File: config.mk
export PLATFORM = sky130hd
export DESIGN_NAME = wb_dsp_scoreboard
export DESIGN_NICKNAME = d
export VERILOG_FILES = /design/src/rtl/wb_dsp_scoreboard.sv
export SDC_FILE = /design/constraint.sdc
export NUM_CORES = 1
export LEC_CHECK = 0
export CORE_ASPECT_RATIO = 1.25
export CORE_MARGIN = 2
export CORE_UTILIZATION = 30
export DETAILED_ROUTE_END_ITERATION = 10
export GPL_TIMING_DRIVEN = 0
export PLACE_DENSITY = 0.44
export SLEW_MARGIN = 40
export SYNTH_ARGS = -nofsm -noshare
export SYNTH_HDL_FRONTEND = slang
export SYNTH_SLANG_ARGS = --single-unit
File: constraint.sdc
create_clock -name wb_clk -period 8.19 [get_ports wb_clk]
set_input_delay 2.457 -clock wb_clk [delete_from_list [all_inputs] [get_ports wb_clk]]
set_output_delay 2.457 -clock wb_clk [all_outputs]
set_load 0.05 [all_outputs]
File: src/rtl/wb_dsp_scoreboard.sv
// Multi-lane result scoreboard: per-channel expected queues compared in order
// against measured words, with tallies, first-failure capture and a verdict FSM.
module wb_dsp_scoreboard #(
    parameter int DATA_WIDTH = 32,
    parameter int CHANNELS   = 4,
    parameter int DEPTH      = 8,
    parameter int NUM_TESTS  = 16,
    parameter int FAIL_LIMIT = 0,
    parameter int CNT_W      = 16
) (
    input  logic                                         wb_clk,
    input  logic                                         wb_rst_n,
    input  logic                                         start,
    input  logic                                         finish,
    input  logic [CHANNELS-1:0]                          exp_valid,
    input  logic [CHANNELS*DATA_WIDTH-1:0]               exp_data,
    output logic [CHANNELS-1:0]                          exp_ready,
    input  logic [CHANNELS-1:0]                          act_valid,
    input  logic [CHANNELS*DATA_WIDTH-1:0]               act_data,
    input  logic [DATA_WIDTH-1:0]                        cmp_mask,
    output logic [CNT_W-1:0]                             test_count,
    output logic [CNT_W-1:0]                             fail_count,
    output logic                                         busy,
    output logic                                         test_passed,
    output logic                                         test_failed,
    output logic [((CHANNELS > 1) ? $clog2(CHANNELS) : 1)-1:0] ff_chan,
    output logic [CNT_W-1:0]                             ff_index,
    output logic [DATA_WIDTH-1:0]                        ff_exp,
    output logic [DATA_WIDTH-1:0]                        ff_act,
    output logic [1:0]                                   ff_cause
);

    localparam int PTR_W = $clog2(DEPTH);
    localparam int CH_W  = (CHANNELS > 1) ? $clog2(CHANNELS) : 1;

    typedef enum logic [2:0] {S_IDLE, S_RUN, S_CHECK, S_PASSED, S_FAILED} state_t;

    state_t state, state_nxt;

    logic [PTR_W:0]          wr_ptr [CHANNELS];
    logic [PTR_W:0]          rd_ptr [CHANNELS];
    logic [DATA_WIDTH-1:0]   mem    [CHANNELS][DEPTH];
    logic [DATA_WIDTH-1:0]   head   [CHANNELS];
    logic [CHANNELS-1:0]     full, empty, push, pop, cmp, fail;

    logic                    run, abort, pass_cond;
    logic [CNT_W-1:0]        n_cmp, n_fail, sel_rank;
    logic                    ff_hit;
    logic [CH_W-1:0]         sel_chan;
    logic [DATA_WIDTH-1:0]   sel_exp, sel_act;
    logic [1:0]              sel_cause;

    function automatic logic [CNT_W-1:0] sat_add(input logic [CNT_W-1:0] a,
                                                 input logic [CNT_W-1:0] b);
        logic [CNT_W:0] s;
        s = {1'b0, a} + {1'b0, b};
        return s[CNT_W] ? '1 : s[CNT_W-1:0];
    endfunction

    assign run       = (state == S_RUN);
    assign exp_ready = run ? ~full : '0;
    // Full is taken from registered pointers, so a push to a full queue is dropped even if a pop frees a slot.
    assign push      = exp_valid & exp_ready;
    assign cmp       = run ? act_valid : '0;
    assign pop       = cmp & ~empty;

    always_comb begin
        for (int c = 0; c < CHANNELS; c++) begin
            empty[c] = (wr_ptr[c] == rd_ptr[c]);
            full[c]  = (wr_ptr[c][PTR_W] != rd_ptr[c][PTR_W]) &&
                       (wr_ptr[c][PTR_W-1:0] == rd_ptr[c][PTR_W-1:0]);
            head[c]  = mem[c][rd_ptr[c][PTR_W-1:0]];
            fail[c]  = cmp[c] && (empty[c] ||
                       (((head[c] ^ act_data[c*DATA_WIDTH +: DATA_WIDTH]) & cmp_mask) != '0));
        end
    end

    // Tally this cycle's compares; the lowest failing channel is the capture candidate.
    always_comb begin
        n_cmp     = '0;
        n_fail    = '0;
        ff_hit    = 1'b0;
        sel_chan  = '0;
        sel_rank  = '0;
        sel_exp   = '0;
        sel_act   = '0;
        sel_cause = 2'b00;
        for (int c = 0; c < CHANNELS; c++) begin
            if (fail[c] && !ff_hit) begin
                ff_hit    = 1'b1;
                sel_chan  = CH_W'(c);
                sel_rank  = n_cmp;
                sel_exp   = empty[c] ? '0 : head[c];
                sel_act   = act_data[c*DATA_WIDTH +: DATA_WIDTH];
                sel_cause = empty[c] ? 2'b10 : 2'b01;
            end
            if (cmp[c])  n_cmp  = n_cmp + CNT_W'(1);
            if (fail[c]) n_fail = n_fail + CNT_W'(1);
        end
    end

    assign pass_cond = (fail_count == '0) && (test_count == CNT_W'(NUM_TESTS)) && (&empty);

    if (FAIL_LIMIT != 0) begin : g_abort
        assign abort = (fail_count >= CNT_W'(FAIL_LIMIT));
    end else begin : g_no_abort
        assign abort = 1'b0;
    end

    always_comb begin
        state_nxt = state;
        if (start) begin
            state_nxt = S_RUN;
        end else begin
            case (state)
                S_RUN:   if (abort) state_nxt = S_FAILED;
                         else if (finish) state_nxt = S_CHECK;
                S_CHECK: state_nxt = pass_cond ? S_PASSED : S_FAILED;
                default: ;
            endcase
        end
    end

    always_ff @(posedge wb_clk or negedge wb_rst_n) begin
        if (!wb_rst_n) state <= S_IDLE;
        else           state <= state_nxt;
    end

    // NOTE: queue storage has no reset; pointers alone define which entries are valid.
    always_ff @(posedge wb_clk) begin
        for (int c = 0; c < CHANNELS; c++)
            if (push[c]) mem[c][wr_ptr[c][PTR_W-1:0]] <= exp_data[c*DATA_WIDTH +: DATA_WIDTH];
    end

    always_ff @(posedge wb_clk or negedge wb_rst_n) begin
        if (!wb_rst_n) begin
            for (int c = 0; c < CHANNELS; c++) begin
                wr_ptr[c] <= '0;
                rd_ptr[c] <= '0;
            end
            test_count <= '0;
            fail_count <= '0;
            ff_chan    <= '0;
            ff_index   <= '0;
            ff_exp     <= '0;
            ff_act     <= '0;
            ff_cause   <= 2'b00;
        end else if (start) begin
            for (int c = 0; c < CHANNELS; c++) begin
                wr_ptr[c] <= '0;
                rd_ptr[c] <= '0;
            end
            test_count <= '0;
            fail_count <= '0;
            ff_chan    <= '0;
            ff_index   <= '0;
            ff_exp     <= '0;
            ff_act     <= '0;
            ff_cause   <= 2'b00;
        end else begin
            for (int c = 0; c < CHANNELS; c++) begin
                if (push[c]) wr_ptr[c] <= wr_ptr[c] + 1'b1;
                if (pop[c])  rd_ptr[c] <= rd_ptr[c] + 1'b1;
            end
            test_count <= sat_add(test_count, n_cmp);
            fail_count <= sat_add(fail_count, n_fail);
            if (ff_hit && ff_cause == 2'b00) begin
                ff_chan  <= sel_chan;
                ff_index <= sat_add(test_count, sel_rank);
                ff_exp   <= sel_exp;
                ff_act   <= sel_act;
                ff_cause <= sel_cause;
            end else if (state == S_CHECK && !pass_cond && ff_cause == 2'b00) begin
                ff_cause <= 2'b11;
                ff_index <= test_count;
            end
        end
    end

    assign busy        = (state == S_RUN) || (state == S_CHECK);
    assign test_passed = (state == S_PASSED);
    assign test_failed = (state == S_FAILED);

endmodule

Yosys cells after proc, flatten, opt, wreduce, memory -nomap -nowiden
Memories as Yosys holds them, arrays and structs flattened.
Cells that the tools add are included.
W data, S select, Z words.
- add/subtract/negate cells: 17
- order comparisons: 12
- equal/unequal tests: 18
- muxes and demuxes: 99
- bitwise operators: 20
- reduce and logical (&&, ||, !) cells: 48
- operator list (kind ; count):
    $mux W256 ; 4
    $mux W32 ; 28
    $bmux W32 S3 ; 4
    $demux W32 S3 ; 4
    $mux W16 ; 19
    $and A32 B32 Y32 ; 4
    $reduce_bool A32 Y1 ; 4
    $xor A32 B32 Y32 ; 4
    $add A16 B1 Y16 const B ; 6
    $add A16 B16 Y17 ; 3
    $mux W4 ; 10
    $add A4 B1 Y4 const B ; 8
    $ge A4 B4 Y1 const B ; 8
    $not A3 Y4 ; 8
    $mux W2 ; 15
    $logic_and A1 B1 Y1 ; 20
    $reduce_bool A2 Y1 ; 9
    $eq A16 B5 Y1 const B ; 1
    $eq A4 B4 Y1 ; 4
    $logic_not A16 Y1 ; 1
    $lt A4 B1 Y1 const B ; 4
    $eq A3 B3 Y1 ; 4
    $mux W1 ; 11
    $mux W3 ; 3
    14 further kinds ; 28
- flip-flop bits (word level): 151
- RAM bits: 1024
- input port bits: 300
- output and inout bits: 123
- logic and storage cells: 231
- memories kept: 1
- memories (memory ; words ; bits a word ; rd ports ; clocked after Yosys merged registers in ; write ports ; RTL line ; RTL):
    mem ; 4 ; 256 ; 4 ; 0 ; 4 ; 42 ; logic [DATA_WIDTH-1:0] mem [CHANNELS][DEPTH];

Depth between registers and ports, before layout
- word-level depth: 23
- gate-level depth with buffers: 30
- gate-level depth less buffers: 24

Least setup slack after synthesis
OpenSTA, ideal clock, no wires.
- kind: input port to flip-flop
- start: in act_data[11]
- end: reg ff_index[3]
- library setup time: 0.101 ns
- arrival: 6.637 ns
- required time: 8.089 ns
- slack: 1.452 ns
- stages on the path: 20
- cells stage by stage: and4b_1 -> nor3_1 -> nand4bb_1 -> or3_1 -> o21ai_1 -> ha_1 -> buf_2 -> buf_1 -> clkbuf_1 -> a211oi_1 -> a311oi_1 -> ha_1 -> inv_1 -> fa_1 -> nor2b_1 -> o21ai_0 -> nor2_1 -> nand2_1 -> and3_1 -> nor4_1
- longest elaborated chain between the ends: 19
- elaborated cells between the ends (all ways): 24
- classes of those cells: 1 x add/sub; 10 x mux; 2 x bitwise; 11 x reduce/logical
- RTL lines (item ; RTL line ; RTL):
    start, declared ; 19 ; input logic [CHANNELS*DATA_WIDTH-1:0] act_data,
    $xor A32 B32 Y32 (*) ; 74 ; (((head[c] ^ act_data[c*DATA_WIDTH +: DATA_WIDTH]) & cmp_mask) != '0));
    $and A32 B32 Y32 (*) ; 74 ;
    $reduce_bool A32 Y1 (*) ; 74 ;
    $logic_or A1 B1 Y1 (*) ; 73 ; fail[c] = cmp[c] && (empty[c] ||
    $logic_and A1 B1 Y1 (*) ; 73 ;
    $mux W1 (*) ; 89 ; if (fail[c] && !ff_hit) begin
    $logic_not A1 Y1 ; 89 ;
    $logic_and A1 B1 Y1 ; 89 ;
    (+3 left out) ; n/a ;
    $mux W1 ; 89 ;
    $logic_not A1 Y1 ; 89 ;
    $logic_and A1 B1 Y1 ; 89 ;
    $mux W16 ; 89 ;
    $add A16 B16 Y17 ; 56 ; s = {1'b0, a} + {1'b0, b};
    $mux W16 ; 57 ; return s[CNT_W] ? '1 : s[CNT_W-1:0];
    $mux W16 ; 167 ; if (ff_hit && ff_cause == 2'b00) begin
    $mux W16 ; 148 ; end else if (start) begin
    end signal, assigned ; 169 ; ff_index <= sat_add(test_count, sel_rank);
    end signal, assigned ; 175 ; ff_index <= test_count;
    end, declared ; 27 ; output logic [CNT_W-1:0] ff_index,
Every way passes the cells marked *; elsewhere a longest branch is shown, timed or not.
A chain may end at the register's enable or synchronous reset.

Final worst setup path
- start: in act_data[18]
- end: reg ff_index[3]
Same word-level chain as after synthesis.

==> results.txt <==
* Crit path kind: primary input to register
- Maximum Capacitance Violations: 0
* Clk slew on worst S/H paths: 0.07 ns
- Synth area leaders: sky130_fd_sc_hd__edfxtp_1 (61%), sky130_fd_sc_hd__dfrtp_1 (7.4%), sky130_fd_sc_hd__mux4_2 (6.7%), sky130_fd_sc_hd__mux2i_1 (4.5%), sky130_fd_sc_hd__mux2_2 (2.3%)
* Starting density of the core: between 30% and 40%
- The initialized floorplan defines 168 standard-cell rows.
- Layout net count: around 4100
* Top-level port count: about 420
- Min cycle time layout: roughly 8 ns
- The die is between 400 and 500 um tall.
* Avg WL per Cell: 32.8 um
- Number of buffers added to fix hold violations after cts: 0
* Data arrival time at the worst-slack endpoint: approximately 8.6 ns
- Once detail routing completed, the nets flagged for antenna violations numbered 0.
- The die is 372 um wide.
- Layout Area Growth over Synthesis: 25.8%
- Most heavily used metal layer in global routing: met1
- Post-detailed-routing wire length: slightly above 200000 um
- Cell with the biggest individual delay on the critical path: sky130_fd_sc_hd__clkdlybuf4s50_1
- Total power density per cell area: approximately 240 nW/um2
* M3 GR Usage: 6.88%
- Total of warnings raised by yosys: 0
- Maximum fanout count along the critical path: 10
* Slew Limit Headroom: between 30% and 40%
- Final hold violations: 0
* Top post-synthesis cells by count: sky130_fd_sc_hd__edfxtp_1 (1024), sky130_fd_sc_hd__mux2i_1 (228), sky130_fd_sc_hd__dfrtp_1 (151), sky130_fd_sc_hd__mux4_2 (151), sky130_fd_sc_hd__a21oi_1 (131)
- The H-tree was split into 3 levels.
* Sequential-to-total area share from yosys stat: roughly two thirds
- Routed via count: 33100
- Slowest Stage Delay on Critical Path: around 0.71 ns
* Required time reported for the critical path endpoint: 8.87 ns
- The detailed router finished its first iteration with between 3000 and 4000 violations.
- Summed over all cells, the static leakage comes to between 20 and 25 nW.
- In the final layout, flip-flops and latches occupy ~35000 um2.
- Number of global-route vias before repair: 32100
* Maximum clock frequency: 0.126 GHz
- Area occupied by multi-input gates: roughly 16000 um2
- After synthesis, the largest area contributor takes up 60.6% of total cell area.
- Ratio of cells with drive above 1 in the final layout: 20.5%
- The number of slew-limit violations in the final report is 0.
- The flow ran to the end, and the final reports show no timing, DRC or antenna violations.
* Total Power Consumption: between 0.015 and 0.02 W
* Worst vdd ir: around 0.18 mV
- First-pass GRT wire length: 271000 um
- The die covers about 170000 um2.
- The number of antenna violations at the first check in global routing was 63.
- Startpoint class of the critical path: primary input
- Buffers added on ports: ~420
- Core box area: 168000 um2
- Yosys instantiated no cell more often than sky130_fd_sc_hd__edfxtp_1.
- Counting distinct cell types in the post-synthesis netlist gives 80.
- Entering global routing, the biggest net connects 54 pins.
- The tree is rooted in a sky130_fd_sc_hd__clkbuf_16.
- For met1 alone, demand over resource in global routing was around 34%.
- Setup slack at placement: -1.32 ns
* Average size of a mapped cell: 16.3 um2
* DRT Pass-1 Iters: 7
* Endpoints failing setup: 0
- Remaining design rule violation count: 0
* Cell count after synthesis: 3111
- In the global route stage, met2 resource usage came out at between 30% and 40%.
* Maximum number of buffers from clock root to sink: 3
* Post-layout worst setup margin: 0.252 ns
- Sinks on Clock Net: approximately 1200
- Fill cells: between 15000 and 20000
* Cell type with the highest aggregate area in the netlist: sky130_fd_sc_hd__edfxtp_1
* Top_reg_cell synth: sky130_fd_sc_hd__edfxtp_1
- For the pin with the worst max-slew slack, the measured transition is roughly 1.0 ns.
* Share of async-settable or async-resettable flops after synthesis: between 10% and 20%
- The later pin in the worst-skew pair is clocked with a latency of about 0.79 ns.
* Clock tree from TritonCTS: yes
* Sequence of cells on the critical path: clkdlybuf4s50_1 > xor2_1 > a2111oi_2 > nand4_1 > o21ai_4 > ha_1 > clkbuf_1 > nand2_1 > nor2_1 > buf_2 > a211oi_1 > a311oi_1 > ha_1 > inv_1 > fa_1 > nor2b_1 > o21ai_1 > nor2_2 > nand2_1 > and3_1 > nor4_1
- GRT Resource Usage Total: a little under a quarter
- Estimated wirelength of the detail-placed design: between 150000 and 200000 um
* Synthesis-stage register bit count: ~1200
- Netlist area before placement: 50700 um2
- RD Place Congestion: 0.976
- The synthesized design contains 1024 enable-type register cells.
- Counting the buffers created by CTS gives 119.
- Of the available clock period, the critical path in the final layout requires a little over nine tenths.
- For this run the aggregate overflow at the end of global routing stands at 0.
- Setup repair after global routing missed its margin: false
* Class of the tightest hold or removal check: register to register
* Post-detailed-route via-to-cell ratio: between 5 and 6
* Fin Clk Skew: about 0.043 ns
- Endpoint type of the worst setup path: register
## final cells by class
class | count | area share [%]
inverter | 21 | 0.124
clock inverter | 70 | 0.996
timing repair buffer | 579 | 9.27
sequential | 1175 | 54.1
multi-input combinational | 1726 | 24.4
clock buffer | 153 | 4.99
buffer | 189 | 1.75
antenna | 5 | 0.0196
tap | 2210 | 4.33
## worst max-delay path, delay by kind of cell
family | cells | cell delay, ns
fa+ha+maj | 3 | 0.84
simple gates | 8 | 1.93
compound gates | 5 | 1.67
xor+xnor | 1 | 0.30
buf+inv | 4 | 1.41
## worst paths after layout
kind / from / end / slack [ns] / depth (start not counted)
hold reg to reg: ff_index[4] / ff_index[4] / 0.51 / 2
setup reg to reg: rd_ptr[9] / ff_index[3] / 0.37 / 25
hold / removal: ff_index[4] / ff_index[4] / 0.51 / 2
setup / recovery: act_data[18] / ff_index[3] / 0.25 / 21
min in group asynchronous: wb_rst_n / ff_index[13] / 1.60 / 1
max in group asynchronous: wb_rst_n / wr_ptr[1] / 5.58 / 3
## through the flow
step	TNS (ns)	util, %	hold WS, ns	area, um2	cells
global route	0	38.0	0.535	63800	6124
global placement	-878.71	34.4	0.491	57700	5744
detailed placement	-21.30	35.7	0.492	59900	5897
CTS	0	38.0	0.515	63700	6119
floorplan	0	-	0.524	50700	3112
finish	0	38.0	0.509	63800	6128
## sequential cells by signal (all words and copies together) (netlist names), 3 cells and up
register,count
mem,1024
state,3
ff_exp,32
rd_ptr,16
ff_act,32
wr_ptr,16
ff_index,16
fail_count,16
test_count,16
## layer usage
| layer | part of all wire, % | routed length (um) |
|---|---|---|
| met4 | 2.4 | 4920 |
| met5 | 0.24 | 481 |
| met3 | 11 | 21500 |
| met1 | 45 | 91000 |
| met2 | 41 | 83400 |
## layout by cell type (no fill, tap or decap), types with 37 or more instances in the layout
| cell type | count |
|---|---|
| sky130_fd_sc_hd__clkdlybuf4s50_1 | 419 |
| sky130_fd_sc_hd__o22ai_1 | 39 |
| sky130_fd_sc_hd__nor2_1 | 107 |
| sky130_fd_sc_hd__nand2_1 | 118 |
| sky130_fd_sc_hd__buf_4 | 66 |
| sky130_fd_sc_hd__xnor2_1 | 107 |
| sky130_fd_sc_hd__mux4_2 | 151 |
| sky130_fd_sc_hd__nand2b_1 | 45 |
| sky130_fd_sc_hd__clkbuf_1 | 95 |
| sky130_fd_sc_hd__a22oi_1 | 37 |
| sky130_fd_sc_hd__o21ai_0 | 83 |
| sky130_fd_sc_hd__a221oi_1 | 50 |
| sky130_fd_sc_hd__edfxtp_1 | 1024 |
| sky130_fd_sc_hd__buf_2 | 111 |
| sky130_fd_sc_hd__xor2_1 | 74 |
| sky130_fd_sc_hd__mux2i_1 | 203 |
| sky130_fd_sc_hd__clkbuf_16 | 120 |
| sky130_fd_sc_hd__mux2_2 | 105 |
| sky130_fd_sc_hd__dfrtp_1 | 151 |
| sky130_fd_sc_hd__nand3_1 | 46 |
| sky130_fd_sc_hd__a21oi_1 | 131 |
## report_power, final
group,internal (W),switching (W),leakage [nW]
registers,0.00672,0.000191,11.3
clock network,0.00301,0.00240,1.87
logic,0.000910,0.00183,7.76
total,0.0106,0.00442,20.9
## logic make-up (layout without fill, tap and decap cells)
group / Yosys count / in the layout / share of synthesized area (%)
xor gates and xnor gates: 181 / 181 / 3.13
buffers and inverters: 211 / 1012 / 2.30
DFF: 1175 / 1175 / 68.1
AOI/OAI and AO/OA: 537 / 537 / 7.39
muxes: 485 / 485 / 13.6
and+or+nand+nor: 491 / 491 / 4.74
adders and majority gates: 30 / 30 / 0.784
other: 1 / 7 / 0.00739
## what timing repair did
action,in CTS,in global routing
setup endpoints to repair,15,13
setup buffers,0,3
pin swaps,0,1
gates resized for setup,6,19
No activity file was read; power rests on OpenSTA's default activity.
